**config.mk**
```make
export PLATFORM = sky130hd
export DESIGN_NAME = modport_alu
export DESIGN_NICKNAME = d
export VERILOG_FILES = /design/src/rtl/alu_pkg.sv /design/src/rtl/alu_wait_ctrl.sv /design/src/rtl/modport_alu.sv
export SDC_FILE = /design/constraint.sdc
export NUM_CORES = 1
export LEC_CHECK = 0
export CORE_MARGIN = 2
export CORE_UTILIZATION = 65
export DETAILED_ROUTE_END_ITERATION = 8
export PLACE_DENSITY = 0.89
export SLEW_MARGIN = 25
export SYNTH_ARGS = -nofsm -noshare
export SYNTH_HDL_FRONTEND = slang
export SYNTH_SLANG_ARGS = --single-unit
```
**constraint.sdc**
```tcl
create_clock -name clk -period 2.6 [get_ports clk]
set_clock_uncertainty 0.2 [all_clocks]
set_input_delay 0.78 -clock clk [delete_from_list [all_inputs] [get_ports clk]]
set_output_delay 0.78 -clock clk [all_outputs]
set_load 0.01 [all_outputs]
```
**src/rtl/alu_pkg.sv**
```systemverilog
// Shared ALU widths, opcode encodings, wait-window length and operand-need decoder.
// Latency: n/a (types, constants and a pure function only).
// Backpressure: n/a. ALU_TIMEOUT_EN (see alu_wait_ctrl) selects the late-operand wait window.
package alu_pkg;

    localparam int ALU_W       = 8;
    localparam int ALU_N       = 4;
    localparam int ALU_TIMEOUT = 16;
    localparam int ALU_CNT_W   = $clog2(ALU_TIMEOUT);

    typedef enum logic [3:0] {
        A_ADD     = 4'd0,
        A_SUB     = 4'd1,
        A_ADD_CIN = 4'd2,
        A_SUB_CIN = 4'd3,
        A_INC_A   = 4'd4,
        A_DEC_A   = 4'd5,
        A_INC_B   = 4'd6,
        A_DEC_B   = 4'd7,
        A_CMP     = 4'd8
    } arith_op_e;

    typedef enum logic [3:0] {
        L_AND     = 4'd0,
        L_NAND    = 4'd1,
        L_OR      = 4'd2,
        L_NOR     = 4'd3,
        L_XOR     = 4'd4,
        L_XNOR    = 4'd5,
        L_NOT_A   = 4'd6,
        L_NOT_B   = 4'd7,
        L_SHR1_A  = 4'd8,
        L_SHL1_A  = 4'd9,
        L_SHR1_B  = 4'd10,
        L_SHL1_B  = 4'd11,
        L_ROL_A_B = 4'd12,
        L_ROR_A_B = 4'd13
    } logic_op_e;

    // Operands an opcode consumes: 01 = A only, 10 = B only, 11 = both, 00 = illegal opcode.
    function automatic logic [1:0] op_need(input logic mode, input logic [3:0] cmd, input logic cmd_hi);
        logic [1:0] need;
        need = 2'b00;
        if (!cmd_hi) begin
            if (mode) begin
                case (cmd)
                    A_ADD, A_SUB, A_ADD_CIN, A_SUB_CIN, A_CMP: need = 2'b11;
                    A_INC_A, A_DEC_A:                          need = 2'b01;
                    A_INC_B, A_DEC_B:                          need = 2'b10;
                    default:                                   need = 2'b00;
                endcase
            end else begin
                case (cmd)
                    L_AND, L_NAND, L_OR, L_NOR, L_XOR, L_XNOR,
                    L_ROL_A_B, L_ROR_A_B:                      need = 2'b11;
                    L_NOT_A, L_SHR1_A, L_SHL1_A:               need = 2'b01;
                    L_NOT_B, L_SHR1_B, L_SHL1_B:               need = 2'b10;
                    default:                                   need = 2'b00;
                endcase
            end
        end
        return need;
    endfunction

endpackage

```
**src/rtl/alu_wait_ctrl.sv**
```systemverilog
// IDLE/WAIT control for a two-operand op that arrives with only one operand valid; presents the effective operation to the datapath.
// Latency: 0 (combinational select); the late operand completes on the edge it arrives, timeout fires on the 16th WAIT edge.
// Backpressure: CE=0 freezes state/counter; ALU_TIMEOUT_EN undefined -> pure pass-through, no WAIT state.
module alu_wait_ctrl
    import alu_pkg::*;
#(
    parameter int W = ALU_W,
    parameter int N = ALU_N
) (
    input  logic         clk,
    input  logic         i_rst_n,
    input  logic         i_ce,
    input  logic [1:0]   i_need,
    input  logic [W-1:0] i_opa,
    input  logic [W-1:0] i_opb,
    input  logic         i_cin,
    input  logic         i_mode,
    input  logic [1:0]   i_valid,
    input  logic [N-1:0] i_cmd,
    output logic [W-1:0] o_opa,
    output logic [W-1:0] o_opb,
    output logic         o_cin,
    output logic         o_mode,
    output logic [1:0]   o_valid,
    output logic [N-1:0] o_cmd,
    output logic         o_fire,
    output logic         o_timeout
);

`ifdef ALU_TIMEOUT_EN
    typedef enum logic {S_IDLE, S_WAIT} state_e;

    state_e               r_state;
    logic [ALU_CNT_W-1:0] r_cnt;
    logic [W-1:0]         r_opa;
    logic [W-1:0]         r_opb;
    logic                 r_cin;
    logic                 r_mode;
    logic [N-1:0]         r_cmd;
    logic [1:0]           r_have;

    logic w_start;
    logic w_arrive;
    logic w_expire;

    assign w_start  = (r_state == S_IDLE) && (i_need == 2'b11) &&
                      ((i_valid == 2'b01) || (i_valid == 2'b10));
    assign w_arrive = (r_state == S_WAIT) && ((i_valid & ~r_have) != 2'b00);
    assign w_expire = (r_state == S_WAIT) && !w_arrive &&
                      (r_cnt == ALU_CNT_W'(ALU_TIMEOUT - 1));

    // Wait FSM: latch the partial op, count CE edges, leave on arrival or expiry.
    always_ff @(posedge clk or negedge i_rst_n) begin
        if (!i_rst_n) begin
            r_state <= S_IDLE;
            r_cnt   <= '0;
            r_opa   <= '0;
            r_opb   <= '0;
            r_cin   <= 1'b0;
            r_mode  <= 1'b0;
            r_cmd   <= '0;
            r_have  <= 2'b00;
        end else if (i_ce) begin
            case (r_state)
                S_IDLE: begin
                    if (w_start) begin
                        r_state <= S_WAIT;
                        r_cnt   <= '0;
                        r_opa   <= i_opa;
                        r_opb   <= i_opb;
                        r_cin   <= i_cin;
                        r_mode  <= i_mode;
                        r_cmd   <= i_cmd;
                        r_have  <= i_valid;
                    end
                end
                S_WAIT: begin
                    if (w_arrive || w_expire) begin
                        r_state <= S_IDLE;
                        r_cnt   <= '0;
                    end else begin
                        r_cnt   <= r_cnt + 1'b1;
                    end
                end
                default: r_state <= S_IDLE;
            endcase
        end
    end

    // Effective op: live inputs in IDLE, latched op plus the newly arrived operand in WAIT.
    always_comb begin
        o_opa     = i_opa;
        o_opb     = i_opb;
        o_cin     = i_cin;
        o_mode    = i_mode;
        o_valid   = i_valid;
        o_cmd     = i_cmd;
        o_fire    = !w_start;
        o_timeout = 1'b0;
        if (r_state == S_WAIT) begin
            o_opa     = r_have[0] ? r_opa : i_opa;
            o_opb     = r_have[1] ? r_opb : i_opb;
            o_cin     = r_cin;
            o_mode    = r_mode;
            o_valid   = 2'b11;
            o_cmd     = r_cmd;
            o_fire    = w_arrive || w_expire;
            o_timeout = w_expire;
        end
    end
`else
    logic w_unused;

    // No wait window: every accepted op completes immediately with whatever operands are valid.
    always_comb begin
        o_opa     = i_opa;
        o_opb     = i_opb;
        o_cin     = i_cin;
        o_mode    = i_mode;
        o_valid   = i_valid;
        o_cmd     = i_cmd;
        o_fire    = 1'b1;
        o_timeout = 1'b0;
    end

    assign w_unused = ^{clk, i_rst_n, i_ce, i_need};
`endif

endmodule

```
**src/rtl/modport_alu.sv**
```systemverilog
// Registered W-bit ALU: arithmetic/logical commands, unsigned compare flags, operand-valid checks, optional late-operand window (ALU_TIMEOUT_EN).
// Latency: 1 cycle from the CE=1 edge that completes an op; outputs hold until the next completed op.
// Backpressure: CE=0 freezes all state and outputs; no ready signal, a new CMD during WAIT is ignored.
module modport_alu
    import alu_pkg::*;
#(
    parameter int W = ALU_W,
    parameter int N = ALU_N
) (
    input  logic         clk,
    input  logic         RST,
    input  logic         CE,
    input  logic [W-1:0] OPA,
    input  logic [W-1:0] OPB,
    input  logic         Cin,
    input  logic         mode,
    input  logic [1:0]   inp_valid,
    input  logic [N-1:0] CMD,
    output logic [W:0]   RES,
    output logic         OFLOW,
    output logic         COUT,
    output logic         G,
    output logic         L,
    output logic         E,
    output logic         ERR
);

    localparam int SW = $clog2(W);

    logic [1:0]   w_need_in;
    logic [W-1:0] w_a;
    logic [W-1:0] w_b;
    logic         w_cin;
    logic         w_mode;
    logic [1:0]   w_valid;
    logic [N-1:0] w_cmd;
    logic         w_fire;
    logic         w_timeout;
    logic [1:0]   w_need;
    logic [W:0]   w_ax;
    logic [W:0]   w_bx;
    logic [W:0]   w_cinx;
    logic [SW-1:0] w_amt;
    logic         w_rot_hi;
    logic [W-1:0] w_rol;
    logic [W-1:0] w_ror;

    logic [W:0]   w_res;
    logic         w_oflow;
    logic         w_cout;
    logic         w_g;
    logic         w_l;
    logic         w_e;
    logic         w_err;

    logic [W:0]   r_res;
    logic         r_oflow;
    logic         r_cout;
    logic         r_g;
    logic         r_l;
    logic         r_e;
    logic         r_err;

    assign w_need_in = op_need(mode, CMD[3:0], |(CMD >> 4));

    alu_wait_ctrl #(.W(W), .N(N)) u_wait_ctrl (
        .clk       (clk),
        .i_rst_n   (RST),
        .i_ce      (CE),
        .i_need    (w_need_in),
        .i_opa     (OPA),
        .i_opb     (OPB),
        .i_cin     (Cin),
        .i_mode    (mode),
        .i_valid   (inp_valid),
        .i_cmd     (CMD),
        .o_opa     (w_a),
        .o_opb     (w_b),
        .o_cin     (w_cin),
        .o_mode    (w_mode),
        .o_valid   (w_valid),
        .o_cmd     (w_cmd),
        .o_fire    (w_fire),
        .o_timeout (w_timeout)
    );

    assign w_need   = op_need(w_mode, w_cmd[3:0], |(w_cmd >> 4));
    assign w_ax     = {1'b0, w_a};
    assign w_bx     = {1'b0, w_b};
    assign w_cinx   = {{W{1'b0}}, w_cin};
    assign w_amt    = w_b[SW-1:0];
    assign w_rot_hi = |(w_b >> SW);
    assign w_rol    = (w_a << w_amt) | (w_a >> (W - int'(w_amt)));
    assign w_ror    = (w_a >> w_amt) | (w_a << (W - int'(w_amt)));

    // Datapath: one result per op; flags an op does not define stay 0, any error zeroes RES except rotate range errors.
    always_comb begin
        w_res   = '0;
        w_oflow = 1'b0;
        w_cout  = 1'b0;
        w_g     = 1'b0;
        w_l     = 1'b0;
        w_e     = 1'b0;
        w_err   = 1'b0;
        if (w_timeout || (w_need == 2'b00) || ((w_need & ~w_valid) != 2'b00)) begin
            w_err = 1'b1;
        end else if (w_mode) begin
            case (w_cmd[3:0])
                A_ADD:     begin w_res = w_ax + w_bx;          w_cout  = w_res[W]; end
                A_ADD_CIN: begin w_res = w_ax + w_bx + w_cinx; w_cout  = w_res[W]; end
                A_INC_A:   begin w_res = w_ax + 1'b1;          w_cout  = w_res[W]; end
                A_INC_B:   begin w_res = w_bx + 1'b1;          w_cout  = w_res[W]; end
                A_SUB:     begin w_res = w_ax - w_bx;          w_oflow = w_res[W]; end
                A_SUB_CIN: begin w_res = w_ax - w_bx - w_cinx; w_oflow = w_res[W]; end
                A_DEC_A:   begin w_res = w_ax - 1'b1;          w_oflow = w_res[W]; end
                A_DEC_B:   begin w_res = w_bx - 1'b1;          w_oflow = w_res[W]; end
                A_CMP: begin
                    w_g = (w_a > w_b);
                    w_l = (w_a < w_b);
                    w_e = (w_a == w_b);
                end
                default:   w_err = 1'b1;
            endcase
        end else begin
            case (w_cmd[3:0])
                L_AND:     w_res = {1'b0, w_a & w_b};
                L_NAND:    w_res = {1'b0, ~(w_a & w_b)};
                L_OR:      w_res = {1'b0, w_a | w_b};
                L_NOR:     w_res = {1'b0, ~(w_a | w_b)};
                L_XOR:     w_res = {1'b0, w_a ^ w_b};
                L_XNOR:    w_res = {1'b0, ~(w_a ^ w_b)};
                L_NOT_A:   w_res = {1'b0, ~w_a};
                L_NOT_B:   w_res = {1'b0, ~w_b};
                L_SHR1_A:  w_res = {1'b0, w_a >> 1};
                L_SHL1_A:  w_res = {w_a, 1'b0};
                L_SHR1_B:  w_res = {1'b0, w_b >> 1};
                L_SHL1_B:  w_res = {w_b, 1'b0};
                L_ROL_A_B: begin w_res = {1'b0, w_rol}; w_err = w_rot_hi; end
                L_ROR_A_B: begin w_res = {1'b0, w_ror}; w_err = w_rot_hi; end
                default:   w_err = 1'b1;
            endcase
        end
    end

    // Output registers: load only on a CE edge that completes an op (or times out).
    always_ff @(posedge clk or negedge RST) begin
        if (!RST) begin
            r_res   <= '0;
            r_oflow <= 1'b0;
            r_cout  <= 1'b0;
            r_g     <= 1'b0;
            r_l     <= 1'b0;
            r_e     <= 1'b0;
            r_err   <= 1'b0;
        end else if (CE && w_fire) begin
            r_res   <= w_res;
            r_oflow <= w_oflow;
            r_cout  <= w_cout;
            r_g     <= w_g;
            r_l     <= w_l;
            r_e     <= w_e;
            r_err   <= w_err;
        end
    end

    assign RES   = r_res;
    assign OFLOW = r_oflow;
    assign COUT  = r_cout;
    assign G     = r_g;
    assign L     = r_l;
    assign E     = r_e;
    assign ERR   = r_err;

endmodule

```
==> impl_metrics.yaml, run 1 <==
floorplanning:
  fp-row-count: 30
  die_h_microns: 87.9
  initial_core_util_pct: 67.3
  io_pins: 42
  chipWidth_microns: 87.9
run_status:
  error: "[ERROR DPL-0038] Utilization greater than 100%, impossible to legalize"
  haltStage: "3_5_place_dp"
  status: "did not finish"
logic_synthesis:
  synthMuxAreaShare_pct: 7.25
  synthAdderAreaFrac_pct: 11.3
  ys_seq_area_share_pct: 8.20
  synth_top_family_by_area: "compound AO/OA/AOI/OAI gates"
  async_flop_share_pct: 100
  synth_compound_area_share_pct: 34.6
  netlist_area_sq_mm: 0.00458
  synthXorXnorAreaFrac_pct: 8.37
  syn_nets: 712
  synth_edf_count: 0
  yosysUniqueCellTypes: 84
  ys_warn_count: 0
  synth_ff_type: "dfrtp_1"
  syn_inst: 645
  ys_seq_elements: 15
  syn-mean-instance-area_sq_um: 7.09
  synth-simple-area-share_pct: 22.8
place:
  routabilityCongestion: 1.36
  numPortBuffers: 41
-- logic make-up after synthesis --
family,Yosys count
AO/OA/AOI/OAI,219
XOR/XNOR,42
adder cells (fa/ha/maj),40
buffers and inverters,85
flip-flops,15
multiplexers,29
AND/OR/NAND/NOR,215
-- Yosys cell counts, types with 4 or more instances --
library cell / count / area (sq um)
nand2_1: 62 / 233
nor2_1: 59 / 221
ha_1: 38 / 475
a21oi_1: 33 / 165
o21ai_0: 33 / 165
clkbuf_1: 31 / 116
inv_1: 30 / 113
xnor2_1: 29 / 254
o22ai_1: 26 / 163
nor3_1: 24 / 120
mux2i_1: 23 / 230
nand3_1: 22 / 110
dfrtp_1: 15 / 375
a221oi_1: 13 / 114
buf_2: 12 / 60.1
o221ai_1: 12 / 105
o32ai_1: 12 / 105
a31oi_1: 11 / 68.8
xor2_1: 11 / 96.3
a22oi_1: 9 / 67.6
a211oi_1: 6 / 45.0
a221o_1: 6 / 60.1
nand4_1: 6 / 37.5
o211ai_1: 6 / 45.0
nand2b_1: 5 / 31.3
or2_2: 5 / 31.3
buf_1: 4 / 15.0
o21a_1: 4 / 30.0
o21ai_1: 4 / 20.0
o31ai_1: 4 / 30.0
or3_1: 4 / 25.0
-- metrics by stage --
stage                   setup TNS [ps]  setup WS [ps]  instance area [sq um]  hold slack [ps]
after floorplan                  -4490           -696                   5000              284
after global placement          -15670          -1290                   6840              266
==> inputs of run 2 (changes only) <==
--- a/config.mk
+++ b/config.mk
@@ -6,9 +6,9 @@
 export NUM_CORES = 1
 export LEC_CHECK = 0
 export CORE_MARGIN = 2
-export CORE_UTILIZATION = 65
+export CORE_UTILIZATION = 40
 export DETAILED_ROUTE_END_ITERATION = 8
-export PLACE_DENSITY = 0.89
+export PLACE_DENSITY_LB_ADDON = 0.15
 export SLEW_MARGIN = 25
 export SYNTH_ARGS = -nofsm -noshare
 export SYNTH_HDL_FRONTEND = slang
==> run 2 against run 1 <==
The flow now finishes, with violations (setup timing). Synthesized cell count stayed put. Area after synthesis stayed put.
==> impl_metrics.yaml, run 2 <==
logic_synthesis:
  ys_seq_area_share_pct: 8.20
  synth_top_area_share_pct: 10.4
  synth_ff_type: "dfrtp_1"
  synth_edf_count: 0
  yosysTopAreaCell: "ha_1"
  synthTopCellsByCount: "nand2_1 (62), nor2_1 (59), ha_1 (38)"
  ys_warn_count: 0
  async_flop_share_pct: 100
  syn_inst: 645
  synth_area_leaders: "ha_1 (10%), dfrtp_1 (8.2%), xnor2_1 (5.6%), nand2_1 (5.1%), mux2i_1 (5.0%)"
  yosysUniqueCellTypes: 84
  netlist_area_sq_mm: 0.00458
  yosysMostFrequentCell: "nand2_1"
  syn_nets: 712
  ys_seq_elements: 15
  syn-mean-instance-area_sq_um: 7.09
floorplanning:
  die_h_microns: 111
  chipWidth_microns: 111
  coreArea_sq_mm: 0.0113
  initial_core_util_pct: 40.6
  die_area_sq_mm: 0.0123
  fp-row-count: 39
  io_pins: 42
drt:
  num_vias: 6723
  ant_nets: 0
  routed_wl_microns: 24500
  wl_per_cell_microns: 22.8
  dr.pass1.iters: 6
  drt_iter0_drc: 896
  vias_per_cell: 6.26
  drc: 0
timing:
  hold_viol_final: 0
  drv_slew: 0
  period_share_pct: 124
  worst_pin_slew_ps: 688
  rsz0062_at_grt: "true"
  setup_slack_ps: -629
  fmax_mhz: 310
  period_needed_ps: 3230
  relSlewSlack_pct: 54.0
  tns_ps: -4680
  setup_violations: 12
critical_path:
  worstSetupEndpointType: "flip-flop"
  setup.worst_path.start: "OPA[0]"
  critPathCapture: "RES[8]"
  cp.required_ps: 2500
  r2r_start: "RES[8]"
  crit_slowest_cell: "fa_2"
  path_cells: "buf_12, inv_6, ha_4, fa_2, buf_4, xnor2_1, buf_4, nand2_1, nor4_2, o211ai_1, xor2_1, a31oi_1, a41oi_1"
  worstRegToRegCells: 3
  crit_path_frequent_cell: "buf_4"
  slowest_delay_ps: 370
  cp-start-kind: "input port"
  r2r_end: "RES[8]"
  arrival_ps: 3130
  crit_type: "input port to flip-flop"
  rrSetupSlack_ps: 1600
  cp_max_fo: 3
  path_buf_inv: 4
  critPathTopFamily: "adder cells"
  path_depth: 13
clock_network:
  hold_buffers: 0
  cts_buffer_depth: 2
  htree_levels: 1
  clkTransAtPathRegs_ps: 50
  cts-root-buf: "clkbuf_16"
  cts_sinks: 15
  clk_latency_ps: 250
  tritoncts: "yes"
  cts_buffers: 3
pwr:
  power.leakage_nw: 3.50
  vdd_drop_max_mv: 0.361
  p_total_mw: 2.39
  power.density_mw_per_mm2: 289
grt:
  grt_pass1_wl_microns: 36300
  grt_antenna_before_repair: 0
  grt_pass1_vias: 6414
  overflow: 0
  track_usage_pct: 37.6
  grt_max_degree: 27
run:
  maxCapViolCount: 0
place:
  numPortBuffers: 41
  routabilityCongestion: 1.06
  post-place-ws_ps: -1390
  hpwl_microns: 18500
cells_and_area:
  syn_to_final_growth_pct: 81.1
  nets: 999
  diodes: 0
  nFillCells: 900
  largest_reg_flops: 9
  final_common_cell: "buf_4"
  drive_gt1_share_pct: 50.3
  multi_input_area_sq_mm: 0.00469
  mostFrequentLayoutCells: "buf_4 (256), nand2_1 (55), nor2_1 (51), buf_6 (29), xnor2_1 (27)"
  regArea_sq_um: 375
run_status:
  violations: "setup timing"
  status: "finished, violations left"
min_path:
  hold_class: "flip-flop to flip-flop"
[run 2: metal layers]
| metal | routed length [microns] | GRT usage (%) |
|---|---|---|
| met4 | 1550 | 18.3 |
| met3 | 2570 | 5.69 |
| met1 | 9410 | 49.5 |
| met5 | 0 | 0 |
| met2 | 11000 | 60.3 |
[run 2: where the power goes]
part	internal, mW	switching (mW)
Sequential	0.252	0.0114
Clock	0.208	0.0947
Combinational	0.897	0.930
[run 2: timing repair]
item | 4_1_cts | 5_1_grt
setup buffers | 31 | 30
gates resized for setup | 158 | 83
cloned | 1 | 1
setup endpoints to repair | 15 | 15
pin swaps | 57 | 41
[run 2: worst min path at each step]
stage               from    to  cells after the start
floorplan            RST  COUT                      0
global placement       E     E                      1
detailed placement     E     E                      1
CTS                    L     L                      2
global route           L     L                      2
finish                 E     E                      1
[run 2: area by class of cell]
cell class              count  area share, %
multi-input cells         545           56.6
repair buffers            331           33.4
flip-flops and latches     15           4.53
inverters                  36           2.36
well taps                 143           2.16
clock buffers               4          0.952
[run 2: through the flow]
step                      instances  hold slack [ps]  utilization, %  cell area, sq um
after floorplan                 645              284               -              5000
after global placement         1014              274            61.9              6980
after detailed placement       1014              278            61.9              6980
after CTS                      1047              294            69.1              7790
after global routing           1074              308            73.5              8280
final                          1074              292            73.5              8280
[run 2: cells by family (layout without fill, tap and decap cells)]
kind of cell             Yosys count  after routing  synth area share (%)
AO/OA/AOI/OAI                    219            219                  34.6
XOR/XNOR                          42             42                  8.37
adder cells (fa/ha/maj)           40             40                  11.3
buffers and inverters             85            371                  7.55
flip-flops                        15             15                  8.20
multiplexers                      29             29                  7.25
AND/OR/NAND/NOR                  215            215                  22.8
No activity file was read; power rests on OpenSTA's default activity.
